`config.mk`:
```
export PLATFORM = sky130hd
export DESIGN_NAME = mem_bus_interconnect
export DESIGN_NICKNAME = d
export VERILOG_FILES = /design/src/rtl/mem_bus_pkg.sv /design/src/rtl/mem_bus_decode.sv /design/src/rtl/mem_bus_interconnect.sv
export SDC_FILE = /design/constraint.sdc
export NUM_CORES = 1
export LEC_CHECK = 0
export CAP_MARGIN = 30
export CORE_MARGIN = 2
export CORE_UTILIZATION = 30
export CTS_CLUSTER_SIZE = 20
export DETAILED_ROUTE_END_ITERATION = 7
export HOLD_SLACK_MARGIN = 0.02
export PLACE_DENSITY = 0.69
export REMOVE_ABC_BUFFERS = 1
export SYNTH_ARGS = -nofsm -noshare
export SYNTH_HDL_FRONTEND = slang
export SYNTH_HIERARCHICAL = 1
export SYNTH_SLANG_ARGS = --single-unit
```
`constraint.sdc`:
```
create_clock -name clk -period 3.24 [get_ports clk]
set_input_delay 0.648 -clock clk [delete_from_list [all_inputs] [get_ports clk]]
set_output_delay 0.648 -clock clk [all_outputs]
set_load 0.005 [all_outputs]
```
`src/rtl/mem_bus_pkg.sv`:
```
// Shared constants for the PicoRV32 memory-bus interconnect: slave indices, address
// regions, FSM state encoding and the default error word.
package mem_bus_pkg;

    localparam int unsigned SLV_PROG   = 0;
    localparam int unsigned SLV_RAM    = 1;
    localparam int unsigned SLV_UART   = 2;
    localparam int unsigned SLV_SPI    = 3;
    localparam int unsigned NUM_SLAVES = 4;

    localparam logic [31:0] PROG_BASE = 32'h0010_0000;
    localparam logic [31:0] PROG_MASK = 32'hFFF0_0000;
    localparam logic [31:0] RAM_BASE  = 32'h0020_0000;
    localparam logic [31:0] RAM_MASK  = 32'hFFF0_0000;
    localparam logic [31:0] UART_BASE = 32'h2000_0000;
    localparam logic [31:0] UART_MASK = 32'hFFFF_0000;
    localparam logic [31:0] SPI_BASE  = 32'h2001_0000;
    localparam logic [31:0] SPI_MASK  = 32'hFFFF_0000;

    localparam logic [31:0] ERR_DATA_DEFAULT = 32'hDEAD_BEEF;

    typedef enum logic [1:0] {
        IDLE,
        WAIT,
        RESP,
        ERR
    } state_e;

    // Every region is at least 64 KiB aligned, so only the upper half-word matters.
    function automatic logic region_match(input logic [15:0] addr_hi,
                                          input logic [31:0] base,
                                          input logic [31:0] mask);
        return (addr_hi & mask[31:16]) == base[31:16];
    endfunction

endpackage

```
`src/rtl/mem_bus_decode.sv`:
```
// Combinational address decoder: upper address half-word -> hit flag and one-hot slave select.
module mem_bus_decode
    import mem_bus_pkg::*;
(
    input  logic [15:0] addr_hi_i,
    output logic        hit_o,
    output logic [3:0]  sel_o
);

    always_comb begin
        sel_o           = '0;
        sel_o[SLV_PROG] = region_match(addr_hi_i, PROG_BASE, PROG_MASK);
        sel_o[SLV_RAM]  = region_match(addr_hi_i, RAM_BASE,  RAM_MASK);
        sel_o[SLV_UART] = region_match(addr_hi_i, UART_BASE, UART_MASK);
        sel_o[SLV_SPI]  = region_match(addr_hi_i, SPI_BASE,  SPI_MASK);
        hit_o           = |sel_o;
    end

endmodule

```
`src/rtl/mem_bus_interconnect.sv`:
```
// Single-master to 4-slave router for the PicoRV32 native bus with registered responses,
// progmem write protection and error word on miss. Optional WAIT timeout: MEM_BUS_TIMEOUT_EN.
module mem_bus_interconnect
    import mem_bus_pkg::*;
#(
    parameter logic [31:0] ERR_DATA       = ERR_DATA_DEFAULT,
    parameter int unsigned TIMEOUT_CYCLES = 255
) (
    input  logic         clk,
    input  logic         rstn,
    input  logic         mem_valid,
    input  logic         mem_instr,
    output logic         mem_ready,
    input  logic [31:0]  mem_addr,
    input  logic [31:0]  mem_wdata,
    input  logic [3:0]   mem_wstrb,
    output logic [31:0]  mem_rdata,
    output logic [3:0]   s_valid,
    input  logic [3:0]   s_ready,
    output logic [31:0]  s_addr,
    output logic [31:0]  s_wdata,
    output logic [3:0]   s_wstrb,
    input  logic [127:0] s_rdata,
    output logic         bus_err,
    output logic [31:0]  err_addr
);

    state_e      state_q, state_d;
    logic [3:0]  s_valid_q, s_valid_d;
    logic [31:0] addr_q, addr_d;
    logic [31:0] wdata_q, wdata_d;
    logic [3:0]  wstrb_q, wstrb_d;
    logic [31:0] rdata_q, rdata_d;
    logic [31:0] err_addr_q, err_addr_d;

    logic        dec_hit;
    logic [3:0]  dec_sel;
    logic        slv_ready;
    logic [31:0] slv_rdata;
    logic        unused_instr;

    assign unused_instr = mem_instr;

    mem_bus_decode u_decode (
        .addr_hi_i (mem_addr[31:16]),
        .hit_o     (dec_hit),
        .sel_o     (dec_sel)
    );

    // s_valid_q is one-hot during WAIT, so it doubles as the response-mux select.
    assign slv_ready = |(s_ready & s_valid_q);

    always_comb begin
        slv_rdata = '0;
        for (int unsigned i = 0; i < NUM_SLAVES; i++) begin
            if (s_valid_q[i]) slv_rdata = slv_rdata | s_rdata[32*i +: 32];
        end
    end

`ifdef MEM_BUS_TIMEOUT_EN
    localparam logic [7:0] TO_LAST = 8'(TIMEOUT_CYCLES - 1);
    logic [7:0] cnt_q, cnt_d;
`else
    localparam int unsigned UNUSED_TIMEOUT = TIMEOUT_CYCLES;
`endif

    always_comb begin
        state_d    = state_q;
        s_valid_d  = s_valid_q;
        addr_d     = addr_q;
        wdata_d    = wdata_q;
        wstrb_d    = wstrb_q;
        rdata_d    = rdata_q;
        err_addr_d = err_addr_q;
`ifdef MEM_BUS_TIMEOUT_EN
        cnt_d      = cnt_q;
`endif
        unique case (state_q)
            IDLE: begin
                if (mem_valid) begin
                    addr_d  = mem_addr;
                    wdata_d = mem_wdata;
                    wstrb_d = mem_wstrb;
                    if (!dec_hit) begin
                        state_d    = ERR;
                        rdata_d    = ERR_DATA;
                        err_addr_d = mem_addr;
                    end else if (dec_sel[SLV_PROG] && (mem_wstrb != '0)) begin
                        state_d = RESP;
                        rdata_d = '0;
                    end else begin
                        state_d   = WAIT;
                        s_valid_d = dec_sel;
`ifdef MEM_BUS_TIMEOUT_EN
                        cnt_d     = '0;
`endif
                    end
                end
            end
            WAIT: begin
                if (slv_ready) begin
                    state_d   = RESP;
                    s_valid_d = '0;
                    rdata_d   = slv_rdata;
                end
`ifdef MEM_BUS_TIMEOUT_EN
                else if (cnt_q == TO_LAST) begin
                    state_d    = ERR;
                    s_valid_d  = '0;
                    rdata_d    = ERR_DATA;
                    err_addr_d = addr_q;
                end else begin
                    cnt_d = cnt_q + 8'd1;
                end
`endif
            end
            RESP:    state_d = IDLE;
            ERR:     state_d = IDLE;
            default: state_d = IDLE;
        endcase
    end

    always_ff @(posedge clk or negedge rstn) begin
        if (!rstn) begin
            state_q    <= IDLE;
            s_valid_q  <= '0;
            addr_q     <= '0;
            wdata_q    <= '0;
            wstrb_q    <= '0;
            rdata_q    <= '0;
            err_addr_q <= '0;
`ifdef MEM_BUS_TIMEOUT_EN
            cnt_q      <= '0;
`endif
        end else begin
            state_q    <= state_d;
            s_valid_q  <= s_valid_d;
            addr_q     <= addr_d;
            wdata_q    <= wdata_d;
            wstrb_q    <= wstrb_d;
            rdata_q    <= rdata_d;
            err_addr_q <= err_addr_d;
`ifdef MEM_BUS_TIMEOUT_EN
            cnt_q      <= cnt_d;
`endif
        end
    end

    assign mem_ready = (state_q == RESP) || (state_q == ERR);
    assign bus_err   = (state_q == ERR);
    assign mem_rdata = rdata_q;
    assign s_valid   = s_valid_q;
    assign s_addr    = addr_q;
    assign s_wdata   = wdata_q;
    assign s_wstrb   = wstrb_q;
    assign err_addr  = err_addr_q;

endmodule
```
==> results of run 1 <==
-- per-layer routing --
layer	part of all wire [%]	track usage, %	vias to the layer above	wire length (microns)
met5	0.064	0	-	13
met4	1.8	7.23	2	372
met3	8.8	7.59	28	1790
met2	49	31.4	248	9990
met1	40	22.5	2538	8240
li1	-	-	2344	-
-- cell usage in the layout, fill, tap and decap left out, drive strengths merged, types with 2 or more instances in the layout --
cell type / instances
clkdlybuf4s50: 339
dfrtp: 138
mux2: 100
a22oi: 50
a22o: 36
nand3: 26
clkbuf: 17
inv: 13
buf: 12
a221oi: 8
o2bb2ai: 8
nand2: 7
nor3: 4
nor4: 3
nor3b: 3
diode: 2
bufinv: 2
and2: 2
clkinv: 2
-- where the power goes --
| group | internal (mW) | total (mW) | switching, mW |
|---|---|---|---|
| Clock | 1.18 | 2.04 | 0.858 |
| Sequential | 2.53 | 2.96 | 0.428 |
| Combinational | 2.42 | 3.58 | 1.16 |
| Total | 6.13 | 8.58 | 2.45 |
-- cell families (layout without fill, tap and decap cells) --
group                  count (synthesis)  after routing
other                                  0              2
AO/OA/AOI/OAI                        108            108
buffers and inverters                 40            386
XOR/XNOR                               1              1
AND/OR/NAND/NOR                       50             50
multiplexers                         100            100
flip-flops                           138            138
-- final cells by class --
type | count | area share (%)
Timing Repair Buffer | 351 | 34.1
Sequential cell | 138 | 33.4
Tap cell | 270 | 3.26
Clock inverter | 15 | 1.89
Clock buffer | 17 | 4.11
Inverter | 3 | 0.109
Multi-Input combinational cell | 259 | 23.2
Antenna cell | 2 | 0.0484
-- how the worst max path moves through the flow --
| stage | from | end | slack (ns) | cells after the start |
|---|---|---|---|---|
| 2_1_floorplan | mem_valid | mem_rdata[0] | -1.74 | 3 |
| 3_3_place_gp | mem_addr[26] | mem_rdata[2] | 0.26 | 8 |
| 3_5_place_dp | mem_addr[28] | mem_rdata[7] | 0.22 | 8 |
| 4_1_cts | mem_addr[28] | mem_rdata[1] | 0.66 | 8 |
| 5_1_grt | mem_addr[20] | mem_rdata[6] | 0.45 | 8 |
| 6_report | mem_addr[28] | mem_rdata[1] | 0.70 | 8 |
-- critical path, delay by kind of cell --
family                 cells  cell delay, ns
AO/OA/AOI/OAI              2            0.56
AND/OR/NAND/NOR            4            1.00
buffers and inverters      2            0.61
-- state kept, by name, indices dropped and copies added (netlist names) --
register   flops
s_wdata       32
s_valid        4
mem_rdata     32
state_q        2
s_wstrb        4
err_addr      32
s_addr        32
-- through the flow --
stage	cell area, sq um	setup TNS, ns	cells	hold slack, ns
after floorplan	5860	-158.34	400	0.352
final	10300	0	1055	0.216
after global routing	10300	0	1055	0.242
after CTS	10300	0	1053	0.231
after detailed placement	9720	0	1021	0.473
after global placement	9720	0	1021	0.474
==> impl_metrics.json, run 1 <==
{
  "dieArea_sq_mm": 0.0215,
  "clk_pin_slew_ns": 0.07,
  "wire_per_inst_microns": 19.3,
  "synth_simple_gate_area_share_pct": 5.19,
  "cp.required_ns": 3.53,
  "synth_warnings": 6,
  "initialDrtViolationCount": 208,
  "hold_class": "in2async",
  "clock_skew_ns": 0.0113,
  "cpMaxStageDelayCell": "clkdlybuf4s50_1",
  "end_kind": "flip-flop",
  "ys_ff_latch": 138,
  "htree_levels": 4,
  "grt_remaining_overflow": 0,
  "power.density_mw_per_mm2": 829,
  "synth_top_family_by_area": "multiplexers",
  "max_freq_mhz": 394,
  "core_region_area_sq_mm": 0.0201,
  "slew_headroom_pct": 58.1,
  "ff2ff_path_depth": 3,
  "synth.distinct_cells": 39,
  "synth.area.top_cells": "dfrtp_1, mux2_2, a22oi_1",
  "fin_crit_ns": 2.54,
  "crit_arrival_ns": 2.83,
  "grt_max_degree": 65,
  "netlist_instances": 437,
  "cts_buffer_depth": 2,
  "multi_input_area_sq_mm": 0.00240,
  "cts_made_buffers": 17,
  "synthArstFlopShare_pct": 100,
  "vias_per_cell": 4.89,
  "synthMuxAreaShare_pct": 19.1,
  "crit_fanout": 24,
  "die-height_microns": 147,
  "synth-adder-area-share_pct": 0,
  "cts_hold_buffers": 0,
  "yosysMostFrequentCell": "dfrtp_1",
  "cts.sink_count": 138,
  "yosys.area.top_type": "dfrtp_1",
  "grt_use_total_pct": 19.1,
  "drv_slew": 0,
  "grt_pass1_wl_mm": 31.6,
  "worst_pin_slew_ns": 0.629,
  "area_growth_pct": 69.6,
  "std_cell_rows": 52,
  "fill_cells": 1768,
  "antenna_found_initial": 3,
  "grt_pass1_vias": 5528,
  "insertion_delay_ns": 0.42,
  "synth_edf_count": 0,
  "cts_tree": "done",
  "remaining_drc_errors": 0,
  "critical_path_class": "in2reg",
  "portBuffers": 340,
  "start_util_pct": 30.3,
  "r2r-start": "state_q[1]",
  "hpwl_mm": 14.8,
  "dp_slack_ns": 0.220,
  "hold_violations": 0,
  "vias": 5160,
  "ir_drop_mv": 0.409,
  "synth_compound_area_share_pct": 14.8,
  "globalplace.congestion": 0.769,
  "cap_violations": 0,
  "r2r_setup_slack_ns": 1.29,
  "cts_resized": 0,
  "avgSynthCellArea_sq_um": 14.0,
  "netlist_area_sq_mm": 0.00610,
  "synth-seq-area-share_pct": 56.6,
  "status": "finished, final reports clean",
  "cts_setup_buffers": 0,
  "setup_ws_ns": 0.703,
  "drt-total-wl_mm": 20.4,
  "fin_crit_sh_pct": 78.3,
  "final_core_util_pct": 51.5,
  "cts_root_buf": "clkbuf_16",
  "post-synth-top-area-fraction_pct": 56.6,
  "num-nets-final": 974,
  "layout-drive-gt1-share_pct": 20.2,
  "grt_setup_unrepaired": "false",
  "r2r_end": "err_addr[4]",
  "p_leak_nw": 4.08,
  "max_stage_delay_ns": 0.50,
  "die_w_microns": 147,
  "synthXorXnorAreaFrac_pct": 0.144,
  "dr.pass1.iters": 5,
  "cp_cell_sequence": "clkdlybuf4s50_1 -> nor4_4 -> nand2_2 -> a21oi_1 -> inv_1 -> nand2_1 -> nand2_4 -> a22o_1",
  "area.sequential_sq_mm": 0.00345,
  "final_antenna_net_count": 0,
  "ios": 342,
  "synth_commonest_cells": "dfrtp_1, mux2_2, a22oi_1, a22o_1, nand3_1",
  "power_mw": 8.58,
  "synthFlopType": "dfrtp_1",
  "setup_viol": 0,
  "crit_path_start_kind": "input pin"
}
Power figures use the tool's default switching activity.
==> inputs of run 2 (changes only) <==
- clock period: 3.24 -> 2.59 ns (I/O delays scaled with it)
==> run 2 against run 1 <==
- wire length increased by 2.3%
- cell count grew 1.7%
- non-clock buffer count increased by 20
- combinational power rose by 27%
- hold slack lost 0.15 ns
- clock skew shrank 0.0047 ns
- flip-flop and latch count unchanged
- die area unchanged
- power is 25% higher
- critical endpoint is now s_valid[2]
==> impl_metrics.json, run 2 (same netlist as run 1, synthesis figures left out) <==
{
  "die-height_microns": 147,
  "cts_hold_buffers": 0,
  "r2r_setup_slack_ns": 0.93,
  "cts_tree": "done",
  "p_int_mw": 7.62,
  "cts_setup_buffers": 0,
  "portBuffers": 340,
  "fill_cells": 1781,
  "hold_violations": 0,
  "start_util_pct": 30.3,
  "initialDrtViolationCount": 158,
  "wire_per_inst_microns": 19.5,
  "worst_pin_slew_ns": 0.544,
  "cts_root_buf": "clkbuf_16",
  "core_region_area_sq_mm": 0.0201,
  "fin_crit_sh_pct": 88.9,
  "mostFrequentLayoutCells": "clkdlybuf4s50_1, dfrtp_1, mux2_2, a22oi_1, a22o_1",
  "ios": 342,
  "crit_arrival_ns": 2.65,
  "insertion_delay_ns": 0.41,
  "end_kind": "flip-flop",
  "drv_slew": 0,
  "final_core_util_pct": 52.2,
  "cts_made_buffers": 17,
  "grt_max_degree": 57,
  "grt_use_total_pct": 19.5,
  "grt_pass1_wl_mm": 32.1,
  "dr.pass1.iters": 4,
  "instances_no_fill": 1073,
  "crit_fanout": 5,
  "critical_path_class": "in2reg",
  "tns_ns": 0,
  "layout-drive-gt1-share_pct": 22.2,
  "cts_resized": 0,
  "fin_crit_ns": 2.30,
  "clk_pin_slew_ns": 0.07,
  "power_frac_seq_pct": 34.7,
  "dp_cells": 1041,
  "die_w_microns": 147,
  "vias_per_cell": 4.83,
  "switching_share_pct": 28.6,
  "dieArea_sq_mm": 0.0215,
  "multi_input_area_sq_mm": 0.00240,
  "power_frac_comb_pct": 42.6,
  "max_freq_mhz": 434,
  "p_leak_nw": 4.17,
  "globalplace.congestion": 0.766,
  "hold_class": "in2async",
  "cp.required_ns": 2.94,
  "htree_levels": 4,
  "hpwl_mm": 15.6,
  "remaining_drc_errors": 0,
  "ir_drop_mv": 0.576,
  "vias": 5187,
  "pwr-share-clk_pct": 22.7,
  "clock_skew_ns": 0.00661,
  "grt_setup_unrepaired": "false",
  "power.density_mw_per_mm2": 1020,
  "drt-total-wl_mm": 20.9,
  "grt_pass1_vias": 5590,
  "diodes": 0,
  "slew_headroom_pct": 63.8,
  "switchingPower_mw": 3.06,
  "area_growth_pct": 72.0,
  "grt_remaining_overflow": 0,
  "layout_commonest_cell": "clkdlybuf4s50_1",
  "final_antenna_net_count": 0,
  "power_mw": 10.7,
  "crit_path_start_kind": "input pin",
  "setup_viol": 0,
  "cts_buffer_depth": 2,
  "status": "finished, final reports clean",
  "std_cell_rows": 52,
  "num-nets-final": 994,
  "cap_violations": 0,
  "cts.sink_count": 138,
  "antenna_found_initial": 0,
  "area.sequential_sq_mm": 0.00345
}
## run 2: cell count changes in the layout (fill, tap and decap cells not counted), sizes merged
cell / change
diode: -2
buf: +20
clkinv: +2
bufinv: -1
inv: -2
clkinvlp: +1
## run 2: per-stage QoR
stage	worst slack, ns	hold WS (ns)	cell area (sq um)
final	0.287	0.0693	10500
after global routing	0.0628	0.0811	10500
after CTS	0.320	0.0771	10500
after detailed placement	-0.0979	0.472	9910
after global placement	-0.0600	0.471	9910
after floorplan	-2.26	0.222	5860
## run 2: layout make-up
type | count | share of cell area (%)
clock buffers | 17 | 4.05
clock inverters | 15 | 1.49
inverters | 3 | 0.107
multi-input cells | 259 | 22.8
flip-flops and latches | 138 | 32.9
well taps | 270 | 3.22
repair buffers | 371 | 35.4
## run 2: power by group through the flow
stage / Sequential, mW / Combinational (mW) / Clock, mW
after floorplan: 3.77 / 1.57 / 0
after global placement: 3.70 / 4.58 / 0
after detailed placement: 3.73 / 4.62 / 0
after CTS: 3.72 / 4.64 / 2.51
after global routing: 3.84 / 4.89 / 2.61
final: 3.70 / 4.55 / 2.43
## run 2: worst paths after layout
kind / startpoint / end / cells past startpoint
setup / recovery: mem_addr[26] / s_valid[2] / 9
hold / removal: rstn / s_wdata[0] / 1
setup reg to reg: state_q[1] / s_addr[30] / 4
hold reg to reg: mem_rdata[24] / mem_rdata[24] / 1
max in group asynchronous: rstn / err_addr[18] / 2
min in group clk: mem_rdata[24] / mem_rdata[24] / 1
## run 2: routing by layer
layer	global-route usage (%)	vias to the layer above	share of wire [%]
met1	22.5	2543	39
met3	7.88	30	9.5
met2	32.2	242	48
met5	0	-	0
met4	8.01	0	3.6
li1	-	2372	-
## run 2: critical path, cell delays in order
cell	delay (ns)
clkdlybuf4s50_1	0.48
nor4_4	0.43
nand3_2	0.14
nor3b_2	0.21
buf_4	0.14
o41ai_1	0.07
and3_1	0.24
nor2_1	0.24
a22o_1	0.17
==> inputs of run 3 (changes only) <==
- CTS_BUF_LIST: default -> sky130_fd_sc_hd__clkbuf_4 sky130_fd_sc_hd__clkbuf_8
==> run 3 against run 2 <==
- worst setup slack improved by 0.035 ns
- maximum frequency up 1.5%
- sequential share of layout area up 0.58 points
- clock skew increased by 0.0045 ns
- flip-flop and latch count did not move
- power down 6.0%
- clock power fell by 27%
- first-iteration DRC count is 11% higher
- design area shrank 1.7%
- die area stayed put
==> impl_metrics.json, run 3 (same netlist as run 1, synthesis figures left out) <==
{
  "cts_resized": 0,
  "gr-max-usage-layer": "met2",
  "cts_made_buffers": 17,
  "slew_headroom_pct": 63.7,
  "fin_crit_sh_pct": 87.6,
  "grt_setup_unrepaired": "false",
  "dieArea_sq_mm": 0.0215,
  "critical_path_class": "in2reg",
  "cp_cell_sequence": "clkdlybuf4s50_1 -> nor4_4 -> nand3_2 -> nor3b_2 -> buf_4 -> o41ai_1 -> and3_1 -> nor2_1 -> a22o_1",
  "cts.sink_count": 138,
  "power_mw": 10.0,
  "htree_levels": 4,
  "r2r_setup_slack_ns": 0.94,
  "ios": 342,
  "cpMaxStageDelayCell": "clkdlybuf4s50_1",
  "initialDrtViolationCount": 175,
  "final_core_util_pct": 51.3,
  "ir_drop_mv": 0.569,
  "power.density_mw_per_mm2": 973,
  "grt_max_degree": 57,
  "status": "finished, final reports clean",
  "globalplace.congestion": 0.766,
  "grt_pass1_wl_mm": 32.1,
  "ff2ff_path_depth": 4,
  "worst_pin_slew_ns": 0.545,
  "wire_per_inst_microns": 19.5,
  "fin_crit_ns": 2.27,
  "grt_use_total_pct": 19.6,
  "cap_violations": 0,
  "grtUsageMet1_pct": 22.4,
  "crit_fanout": 5,
  "hold_violations": 0,
  "final_antenna_net_count": 0,
  "portBuffers": 340,
  "insertion_delay_ns": 0.45,
  "hpwl_mm": 15.6,
  "gr-usage-met2_pct": 32.3,
  "setup_viol": 0,
  "use_met3_pct": 7.19,
  "area_growth_pct": 69.0,
  "die_w_microns": 147,
  "cp.required_ns": 2.97,
  "vias": 5211,
  "core_region_area_sq_mm": 0.0201,
  "worstHoldPathCells": 1,
  "grt_pass1_vias": 5608,
  "antenna_found_initial": 0,
  "num-nets-final": 995,
  "clk_pin_slew_ns": 0.10,
  "end_kind": "flip-flop",
  "grt_remaining_overflow": 0,
  "crit_path_start_kind": "input pin",
  "start_util_pct": 30.3,
  "cts_root_buf": "clkbuf_8",
  "max_stage_delay_ns": 0.48,
  "max_freq_mhz": 441,
  "dr.pass1.iters": 4,
  "tns_ns": 0,
  "clock_skew_ns": 0.0111,
  "drt-total-wl_mm": 20.9,
  "std_cell_rows": 52,
  "p_leak_nw": 4.09,
  "layout-drive-gt1-share_pct": 22.1,
  "diodes": 0,
  "remaining_drc_errors": 0,
  "cts_buffer_depth": 2,
  "hold_class": "reg2reg",
  "crit_arrival_ns": 2.65,
  "vias_per_cell": 4.85,
  "layout_commonest_cell": "clkdlybuf4s50_1",
  "drv_slew": 0,
  "mostFrequentLayoutCells": "clkdlybuf4s50_1, dfrtp_1, mux2_2, a22oi_1, a22o_1",
  "cts_tree": "done",
  "die-height_microns": 147
}
[run 3: cell types whose count changed in the layout (fill, tap and decap cells not counted)]
cell and delta:
clkbuf_16 -17, clkbuf_8 +17, dlygate4sd3_1 +1
[run 3: cell type report]
| type | count | area (sq um) |
|---|---|---|
| multi-input combinational | 259 | 2400 |
| tap | 270 | 338 |
| fill | 1801 | 9790 |
| timing repair buffer | 372 | 3720 |
| inverter | 3 | 11.3 |
| sequential | 138 | 3450 |
| clock buffer | 17 | 234 |
| clock inverter | 15 | 156 |
[run 3: what timing repair did]
item	4_1_cts	5_1_grt
setup buffers	0	0
hold buffers	1	0
endpoints found under the hold margin	4	0
endpoints found under the setup margin	0	0
[run 3: critical path: cells and delay by family]
family                 cells  cell delay, ns
AND/OR/NAND/NOR            5            1.28
buffers and inverters      2            0.62
AO/OA/AOI/OAI              2            0.24
[run 3: through the flow]
step	area [sq um]	instances	hold slack (ns)	setup slack (ns)
finish	10300	1074	0.492	0.322
CTS	10300	1074	0.499	0.373
global route	10300	1074	0.517	0.111
detailed placement	9910	1041	0.472	-0.0979
floorplan	5860	400	0.222	-2.26
global placement	9910	1041	0.471	-0.0600
[run 3: layer usage]
| metal | vias to the layer above | share of wire, % | wire, microns |
|---|---|---|---|
| met5 | - | 0 | 0 |
| met4 | 0 | 4.0 | 843 |
| met3 | 36 | 8.8 | 1850 |
| met2 | 249 | 48 | 10100 |
| met1 | 2547 | 39 | 8140 |
| li1 | 2379 | - | - |
[run 3: worst paths after layout]
check | to | startpoint
worst max-delay path | s_valid[3] | mem_addr[26]
worst min-delay path | mem_rdata[24] | mem_rdata[24]
worst max register to register | s_wdata[31] | state_q[1]
worst min register to register | mem_rdata[24] | mem_rdata[24]
max in group asynchronous | err_addr[18] | rstn
min in group asynchronous | s_wdata[0] | rstn
[run 3: where the power goes]
part | switching, mW | internal, mW | total, mW
sequential | 0.535 | 3.16 | 3.69
clock | 0.984 | 0.798 | 1.78
combinational | 1.47 | 3.09 | 4.56
